**src/rtl/fifo_pkg.sv**
```systemverilog
// rtl/fifo_pkg.sv - shared types and constants for the FIFO reader
package fifo_pkg;

    localparam int FIFO_WORD_SIZE_DEF = 10;
    localparam int FIFO_DEPTH_DEF     = 8;
    localparam int BUF_DEPTH          = 2;
    localparam int BUF_CNT_W          = 2;

    typedef enum logic [1:0] {
        INIT   = 2'd0,
        IDLE   = 2'd1,
        ACTIVE = 2'd2,
        ERROR  = 2'd3
    } state_t;

endpackage

```
**src/rtl/fifo_reader_skid.sv**
```systemverilog
// rtl/fifo_reader_skid.sv - 2-entry in-order holding buffer with head mux
module fifo_reader_skid
    import fifo_pkg::*;
#(
    parameter int WIDTH = FIFO_WORD_SIZE_DEF
) (
    input  logic                 clk,
    input  logic                 reset,
    input  logic                 flush,
    input  logic                 push,
    input  logic [WIDTH-1:0]     push_data,
    input  logic                 pop,
    output logic [WIDTH-1:0]     head_data,
    output logic [BUF_CNT_W-1:0] count,
    output logic                 valid
);

    logic [WIDTH-1:0]     mem [BUF_DEPTH];
    logic                 wr_ptr;
    logic                 rd_ptr;
    logic [BUF_CNT_W-1:0] cnt;
    logic                 do_push;
    logic                 do_pop;

    // An empty buffer cannot be popped; a full one only accepts a word when the head leaves in the same cycle.
    assign do_pop  = pop && (cnt != '0) && !flush;
    assign do_push = push && !flush && ((cnt < BUF_CNT_W'(BUF_DEPTH)) || do_pop);

    // Storage array: written without reset, content is qualified by cnt.
    always_ff @(posedge clk) begin
        if (do_push) begin
            mem[wr_ptr] <= push_data;
        end
    end

    // Pointers and occupancy; flush discards everything buffered.
    always_ff @(posedge clk or posedge reset) begin
        if (reset) begin
            wr_ptr <= 1'b0;
            rd_ptr <= 1'b0;
            cnt    <= '0;
        end else if (flush) begin
            wr_ptr <= 1'b0;
            rd_ptr <= 1'b0;
            cnt    <= '0;
        end else begin
            if (do_push) begin
                wr_ptr <= ~wr_ptr;
            end
            if (do_pop) begin
                rd_ptr <= ~rd_ptr;
            end
            case ({do_push, do_pop})
                2'b10:   cnt <= cnt + BUF_CNT_W'(1);
                2'b01:   cnt <= cnt - BUF_CNT_W'(1);
                default: cnt <= cnt;
            endcase
        end
    end

    // Head word is forced to zero when nothing is buffered so a reset never exposes stale data.
    always_comb begin
        valid     = (cnt != '0);
        head_data = valid ? mem[rd_ptr] : '0;
        count     = cnt;
    end

endmodule

```
**src/rtl/fifo_reader.sv**
```systemverilog
// rtl/fifo_reader.sv - drains a FIFO into a ready/valid stream; FIFO_READER_COUNT_EN enables rd_count
module fifo_reader
    import fifo_pkg::*;
#(
    parameter int FIFO_WORD_SIZE = FIFO_WORD_SIZE_DEF,
    parameter int FIFO_DEPTH     = FIFO_DEPTH_DEF,
    parameter int CNT_WIDTH      = 16
) (
    input  logic                      clk,
    input  logic                      reset,
    input  logic                      init,
    input  logic [FIFO_WORD_SIZE-1:0] fifo_data,
    input  logic                      fifo_empty,
    input  logic                      fifo_error,
    output logic                      fifo_rd_en,
    output logic [FIFO_WORD_SIZE-1:0] data_out,
    output logic                      valid_out,
    input  logic                      ready_in,
    output logic                      idle,
    output logic                      err,
    output logic [CNT_WIDTH-1:0]      rd_count
);

    if (FIFO_DEPTH < 1 || (FIFO_DEPTH & (FIFO_DEPTH - 1)) != 0) begin : g_bad_depth
        $error("fifo_reader: FIFO_DEPTH must be a power of two");
    end

    state_t               state;
    state_t               state_nxt;
    logic                 inflight;
    logic                 rd_en;
    logic                 flush;
    logic                 pop;
    logic                 buf_valid;
    logic [BUF_CNT_W-1:0] buf_count;
    logic [BUF_CNT_W:0]   occupancy;

    assign pop        = valid_out & ready_in;
    assign valid_out  = buf_valid;
    assign fifo_rd_en = rd_en;
    assign idle       = (state == IDLE) && (buf_count == '0) && !inflight;

    // Words already owned by this block after this cycle: buffered plus in flight minus the one leaving.
    assign occupancy = {1'b0, buf_count} + {{BUF_CNT_W{1'b0}}, inflight} - {{BUF_CNT_W{1'b0}}, pop};

    fifo_reader_skid #(
        .WIDTH (FIFO_WORD_SIZE)
    ) u_skid (
        .clk       (clk),
        .reset     (reset),
        .flush     (flush),
        .push      (inflight),
        .push_data (fifo_data),
        .pop       (pop),
        .head_data (data_out),
        .count     (buf_count),
        .valid     (buf_valid)
    );

    // State register.
    always_ff @(posedge clk or posedge reset) begin
        if (reset) begin
            state <= INIT;
        end else begin
            state <= state_nxt;
        end
    end

    // Next state, read strobe and flush; init outranks a FIFO error, which outranks normal reading.
    always_comb begin
        state_nxt = state;
        rd_en     = 1'b0;
        flush     = 1'b0;
        case (state)
            INIT: begin
                flush = 1'b1;
                if (!init) begin
                    state_nxt = IDLE;
                end
            end
            IDLE: begin
                if (init) begin
                    state_nxt = INIT;
                    flush     = 1'b1;
                end else if (fifo_error) begin
                    state_nxt = ERROR;
                    flush     = 1'b1;
                end else if (!fifo_empty) begin
                    state_nxt = ACTIVE;
                end
            end
            ACTIVE: begin
                if (init) begin
                    state_nxt = INIT;
                    flush     = 1'b1;
                end else if (fifo_error) begin
                    state_nxt = ERROR;
                    flush     = 1'b1;
                end else begin
                    rd_en = !fifo_empty && (occupancy < (BUF_CNT_W + 1)'(BUF_DEPTH));
                    if (fifo_empty && !inflight && (buf_count == '0)) begin
                        state_nxt = IDLE;
                    end
                end
            end
            ERROR: begin
                flush = 1'b1;
                if (init) begin
                    state_nxt = INIT;
                end
            end
            default: begin
                state_nxt = INIT;
                flush     = 1'b1;
            end
        endcase
    end

    // A read issued this cycle returns its word next cycle, when the skid buffer captures it.
    always_ff @(posedge clk or posedge reset) begin
        if (reset) begin
            inflight <= 1'b0;
        end else if (flush) begin
            inflight <= 1'b0;
        end else begin
            inflight <= rd_en;
        end
    end

    // Sticky error: set on entering ERROR, held there, cleared once init takes the block back to INIT.
    always_ff @(posedge clk or posedge reset) begin
        if (reset) begin
            err <= 1'b0;
        end else begin
            err <= (state_nxt == ERROR);
        end
    end

`ifdef FIFO_READER_COUNT_EN
    // Delivered-word counter, wraps naturally at its width.
    always_ff @(posedge clk or posedge reset) begin
        if (reset) begin
            rd_count <= '0;
        end else if (state == INIT) begin
            rd_count <= '0;
        end else if (pop) begin
            rd_count <= rd_count + CNT_WIDTH'(1);
        end
    end
`else
    assign rd_count = '0;
`endif

endmodule

```
**config.mk**
```make
export PLATFORM = sky130hd
export DESIGN_NAME = fifo_reader
export DESIGN_NICKNAME = d
export VERILOG_FILES = /design/src/rtl/fifo_pkg.sv /design/src/rtl/fifo_reader_skid.sv /design/src/rtl/fifo_reader.sv
export SDC_FILE = /design/constraint.sdc
export NUM_CORES = 1
export LEC_CHECK = 0
export CORE_MARGIN = 4
export CORE_UTILIZATION = 49
export DETAILED_ROUTE_END_ITERATION = 10
export GPL_TIMING_DRIVEN = 0
export PLACE_DENSITY = 0.9
export SYNTH_ARGS = -nofsm -noshare
export SYNTH_HDL_FRONTEND = slang
export SYNTH_SLANG_ARGS = --single-unit
```
**constraint.sdc**
```tcl
create_clock -name clk -period 5.6 [get_ports clk]
set_clock_uncertainty 0.1 [all_clocks]
set_input_delay 0.56 -clock clk [delete_from_list [all_inputs] [get_ports clk]]
set_output_delay 0.56 -clock clk [all_outputs]
set_load 0.01 [all_outputs]
```
==> results of run 1 <==
==> power by group <==
group	switching, mW	internal, mW	total (mW)
logic	0.0701	0.0725	0.143
registers	0.0106	0.231	0.242
clock network	0.0528	0.0261	0.0789
==> flip-flops by register name, summed over array words and instances (netlist names) <==
signal         count
inflight           1
u_skid.wr_ptr      1
u_skid.rd_ptr      1
u_skid.count       2
u_skid.mem        20
state              2
err                1
==> metrics by stage <==
stage | setup WS [ns] | utilization | std cells | hold slack [ns]
finish | 1.85 | 0.668 | 204 | 0.371
global route | 1.73 | 0.668 | 204 | 0.386
CTS | 1.84 | 0.664 | 204 | 0.376
detailed placement | 1.86 | 0.655 | 200 | 0.544
global placement | 1.90 | 0.655 | 200 | 0.489
floorplan | 2.95 | - | 140 | 0.276
==> critical path: cells and delay by family <==
| kind | cells | cell delay [ns] |
|---|---|---|
| buffers and inverters | 2 | 1.10 |
| adders and majority gates | 2 | 0.75 |
| and+or+nand+nor | 4 | 0.68 |
==> placed cells by master (no fill, tap or decap), types with 2 or more instances in the layout <==
cell,count
xnor2_1,2
dfrtp_1,8
nand2b_1,2
nor3_2,2
conb_1,16
ha_1,5
nor2b_1,3
buf_4,16
clkbuf_4,3
nand3_1,2
o21ai_0,6
mux2i_1,10
nor3_1,2
clkdlybuf4s50_1,29
nor2_1,15
inv_1,9
edfxtp_1,20
nand2_1,6
a21oi_1,3
==> layout make-up <==
class,instances,share of cell area
buffer,18,0.0688
clock buffer,3,0.0120
clock inverter,1,0.00200
inverter,9,0.0180
multi-input combinational,85,0.296
sequential,28,0.428
tap,31,0.0207
timing repair buffer,29,0.155
==> worst paths after layout <==
kind	start	end	slack (ns)	cells after the start
worst max register to register	u_skid.count[1]	inflight	3.29	7
worst min-delay path	reset	state[1]	0.37	2
worst min register to register	state[0]	state[0]	0.56	2
worst max-delay path	ready_in	fifo_rd_en	1.85	8
max in group asynchronous	reset	err	4.79	2
min in group clk	state[0]	state[0]	0.56	2
==> kinds of logic (layout without fill, tap and decap cells) <==
kind of cell | count (synthesis) | count (layout)
AND/OR/NAND/NOR | 36 | 36
flip-flops | 28 | 28
buffers and inverters | 27 | 60
AO/OA/AOI/OAI | 14 | 14
multiplexers | 10 | 10
adder cells (fa/ha/maj) | 6 | 6
XOR/XNOR | 3 | 3
other | 1 | 16
==> routing by layer <==
layer,share of wire,vias up,track usage,wire length [um]
met5,0,-,0,0
met4,0.012,0,0.0579,34
met2,0.56,44,0.290,1560
li1,-,490,-,-
met3,0.076,6,0.0486,211
met1,0.35,468,0.139,956
==> qor.txt, run 1 <==
status - finished, final reports clean
CTS tree - built
largest net degree at the start of global routing - 16
# IOs - 46
CTS Root Cell - clkbuf_4
CP startpoint kind - input pin
Distinct cells, synth - 29
Worst VDD drop - 154 uV
Hold Crit Class - input pin to asynchronous set/reset pin
FFs w/ async S/R, synth - 0.286
Finished Cell Area - 0.00187 mm^2
fin nets - 196
Worst Tran Pin Value - 0.779 ns
Seq. cell area - 801 um^2
router iterations before antenna repair - 4
GRT overflow - 0
Final Hold Vio Count - 0
CP arrival - 3.09 ns
CTS max path bufs - 2
Site Rows - 19
final setup fails - 0
Synth top cells by count - edfxtp_1 (20), buf_4 (16), nor2_1 (15), mux2i_1 (10), inv_1 (9)
EDFF count, synth - 20
fin crit period - 3.75 ns
compound-cell area share of the yosys netlist - 0.0690
Via-to-Cell Ratio - 4.94
CORE AREA - 0.00281 mm^2
CTS Hold Bufs - 0
port buffer count - 29
cell area after synthesis - 0.00145 mm^2
Die ar. - 0.00390 mm^2
wire length of the first global-routing pass - 4580 um
CP Cell Sequence - clkdlybuf4s50_1 -> nor2b_1 -> ha_1 -> nand2b_1 -> fa_1 -> nand3_1 -> nor3_1 -> clkdlybuf4s50_1
synthesized flop and latch total - 28
vias in the first global route - 1078
Remaining DRCs - 0
Worst path slowest cell - clkdlybuf4s50_1
Detail Route Antenna Nets - 0
CTS buffer count - 3
final period utilization - 0.670
fin. max-slew vios - 0
P per Cell Area - 247 mW/mm^2
area occupied by multi-input gates - 554 um^2
Setup crit end kind - output port
CP Class - input pin to output port
clock sinks - 28
clock-pin slew on the worst setup and hold paths - 0.14 ns
main combinational cell family by area after synthesis - simple AND/OR/NAND/NOR gates
fill cell count - 210
gr usage total - 0.148
DPL Wire Length - 2290 um
predominant post-synthesis flop cell - edfxtp_1
crit-path max FO - 4
Post-Synthesis Cells - 125
DRT Wirelength - 2760 um
Max Cap Violations - 0
required time of the critical path - 4.94 ns
top cells by area, synth - edfxtp_1 (41%), dfrtp_1 (14%), buf_4 (8.3%), mux2i_1 (6.9%), ha_1 (4.3%)
Design Power - 0.463 mW
adder-cell share of the synthesized area - 0.0569
Wirelength per Cell - 13.5 um
post-synthesis sequential area ratio - 0.552
Post-Syn Area per Cell - 11.6 um^2
simple-gate share of the synthesized area - 0.121
DRT iter0 DRCs - 28
starting density of the core - 0.517
fmax - 267 MHz
setup bufs post-CTS - 0
Total Neg Setup Slack - 0 ns
Die H - 62.4 um
post-cts resize count - 0
H-tree depth - 1
share of layout cells above drive strength 1 - 0.162
Synth Area in XOR/XNOR - 0.0181
initial antenna violation count - 0
Max transition margin - 0.478
Lkg Pwr - 0.746 nW
Placer Congestion - 0.742
Die Wd - 62.4 um
Area Growth Syn to Fin - 29.1%
multiplexer share of the synthesized area - 0.0690
RSZ-0062 raised after global routing - false
post-place instance area - 0.00184 mm^2
via count - 1008
most frequent cell on the critical path - clkdlybuf4s50_1
Synth top area share - 0.414
Yosys warnings - 0
Clock Latency Late Sink - 0.32 ns
most common cell in the netlist - edfxtp_1
slowest stage delay, CP - 0.57 ns
Ant. Diodes - 0
area leader, netlist - edfxtp_1
Note: power is estimated with default switching activity, not from simulation.
==> run 2: changes to the inputs <==
--- a/config.mk
+++ b/config.mk
@@ -6,10 +6,10 @@
 export NUM_CORES = 1
 export LEC_CHECK = 0
 export CORE_MARGIN = 4
-export CORE_UTILIZATION = 49
+export CORE_UTILIZATION = 46
 export DETAILED_ROUTE_END_ITERATION = 10
 export GPL_TIMING_DRIVEN = 0
-export PLACE_DENSITY = 0.9
+export PLACE_DENSITY = 0.85
 export SYNTH_ARGS = -nofsm -noshare
 export SYNTH_HDL_FRONTEND = slang
 export SYNTH_SLANG_ARGS = --single-unit
==> constraint.sdc (replaced) <==
create_clock -name clk -period 3.8 [get_ports clk]
set_clock_uncertainty 0.1 [all_clocks]
set_input_delay 0.38 -clock clk [delete_from_list [all_inputs] [get_ports clk]]
set_output_delay 0.38 -clock clk [all_outputs]
set_load 0.01 [all_outputs]
==> qor.txt, run 2 (synthesis gave the netlist of run 1 again) <==
final period utilization - 0.915
CP Cell Sequence - nor2_1 -> nor2b_1 -> ha_1 -> nand2b_1 -> fa_1 -> nand3_1 -> nor3_1 -> clkdlybuf4s50_1
Lkg Pwr - 0.759 nW (+1.7%)
Int Pwr - 0.555 mW (+68%)
Final Core Density - 0.633 (-0.0351)
vias in the first global route - 1027 (-4.7%)
fin crit period - 3.48 ns
DPL Wire Length - 2040 um (-11%)
Largest Register - u_skid.mem
flop2flop setup slack - 1.43 ns (-1.86 ns)
Site Rows - 20 (+1)
most common cell after layout, fill and taps aside - clkdlybuf4s50_1
post-cts resize count - 0 (unchanged)
Detail Route Antenna Nets - 0 (unchanged)
Remaining DRCs - 0 (unchanged)
H-tree depth - 1 (unchanged)
max FFs per register - 20 (unchanged)
CP startpoint kind - flop
Hold Crit Class - input pin to asynchronous set/reset pin
fin. max-slew vios - 0 (unchanged)
Worst path slowest cell - clkdlybuf4s50_1
Final Hold Vio Count - 0 (unchanged)
Worst VDD drop - 232 uV (+51%)
DRT Wirelength - 2700 um (-2.2%)
clock-pin slew on the worst setup and hold paths - 0.14 ns (about the same)
CTS Hold Bufs - 0 (unchanged)
Ant. Diodes - 0 (unchanged)
starting density of the core - 0.479 (-0.0381)
Max Cap Violations - 0 (unchanged)
Worst Tran Pin Value - 0.824 ns (+0.0454 ns)
wire length of the first global-routing pass - 4510 um (-1.7%)
Setup crit end kind - output port
slowest stage delay, CP - 0.56 ns (about the same)
initial antenna violation count - 0 (unchanged)
# IOs - 46 (unchanged)
share of layout cells above drive strength 1 - 0.168 (+0.00578)
RSZ-0062 raised after global routing - false
Total Neg Setup Slack - 0 ns (unchanged)
reg-to-reg endpoint - inflight
DRT iter0 DRCs - 26 (-7.1%)
port buffer count - 29 (unchanged)
Logic pwr share - 0.275 (-0.033)
fin nets - 196 (unchanged)
Die ar. - 0.00412 mm^2 (+5.7%)
commonest non-fill, non-tap cells in the layout - clkdlybuf4s50_1 (29), edfxtp_1 (20), buf_4 (16), conb_1 (16), nor2_1 (15)
Area Growth Syn to Fin - 32.0%
CP arrival - 3.00 ns (-0.09 ns)
setup bufs post-CTS - 0 (unchanged)
fmax - 287 MHz
CP Class - flop to output port
Max transition margin - 0.447 (-0.0304)
CTS max path bufs - 2 (unchanged)
CTS Root Cell - clkbuf_4
CTS buffer count - 3 (unchanged)
largest net degree at the start of global routing - 17 (+1)
Wirelength per Cell - 12.5 um (-8.0%)
crit-path max FO - 8 (+4)
required time of the critical path - 3.32 ns (-1.62 ns)
Die H - 64.2 um (+2.8%)
Sw Ratio - 0.265 (-0.0236)
Flop pwr share - 0.472 (-0.050)
CTS tree - built
R2R depth - 7 (unchanged)
CORE AREA - 0.00303 mm^2 (+7.9%)
GRT overflow - 0 (unchanged)
final setup fails - 0 (unchanged)
part of the power in the clock network - 0.253 (+0.083)
P per Cell Area - 394 mW/mm^2 (+59%)
Clock Latency Late Sink - 0.32 ns (about the same)
clock sinks - 28 (unchanged)
via count - 975 (-3.3%)
router iterations before antenna repair - 4 (unchanged)
Die Wd - 64.2 um (+2.8%)
Via-to-Cell Ratio - 4.49 (-9.1%)
status - finished, final reports clean
gr usage total - 0.138 (-0.00988)
Placer Congestion - 0.815 (+9.8%)
Design Power - 0.755 mW (+63%)
Worst R2R Start - u_skid.count[1]
net switching power - 0.200 mW (+50%)
[run 2: final cells by class]
class	instances	area [um^2]
fillers	231	1110
repair buffers	29	290
multi-input cells	85	554
well taps	44	55.1
clock inverters	1	30.0
plain buffers	18	129
inverters	9	33.8
flip-flops and latches	28	801
clock buffers	3	22.5
[run 2: how the worst max path moves through the flow]
stage	startpoint	end	slack, ns	cells after the start
after floorplan	u_skid.count[1]	fifo_rd_en	1.34	7
after CTS	u_skid.count[1]	fifo_rd_en	0.29	8
after global placement	ready_in	fifo_rd_en	0.44	8
after global routing	u_skid.count[1]	fifo_rd_en	0.10	8
after detailed placement	ready_in	fifo_rd_en	0.36	8
final	u_skid.count[1]	fifo_rd_en	0.32	8
[run 2: power by group through the flow]
stage	logic (mW)	clock network, mW	registers [mW]
after floorplan	0.142	0	0.360
after global placement	0.198	0	0.360
after detailed placement	0.203	0	0.362
after CTS	0.206	0.193	0.356
after global routing	0.232	0.206	0.358
final	0.208	0.191	0.356
[run 2: stage by stage]
step,worst slack (ns),std cells,area [um^2],hold WS (ns)
3_3_place_gp,0.438,213,1850,0.479
6_report,0.321,217,1920,0.194
5_1_grt,0.103,217,1920,0.205
3_5_place_dp,0.355,213,1850,0.504
2_1_floorplan,1.34,140,1510,0.0957
4_1_cts,0.287,217,1910,0.197
[run 2: metal layers]
metal | track usage | vias up | wire, um
met3 | 0.0264 | 2 | 119
li1 | - | 491 | -
met4 | 0.0343 | 0 | 12
met5 | 0 | - | 0
met1 | 0.146 | 453 | 1110
met2 | 0.275 | 29 | 1460
[run 2: worst max-delay path: cells and delay by family, from the launching register on]
family                     cells  cell delay (ns)
and+or+nand+nor                5             0.81
adders and majority gates      2             0.78
DFF                            1             0.53
buffers and inverters          1             0.56
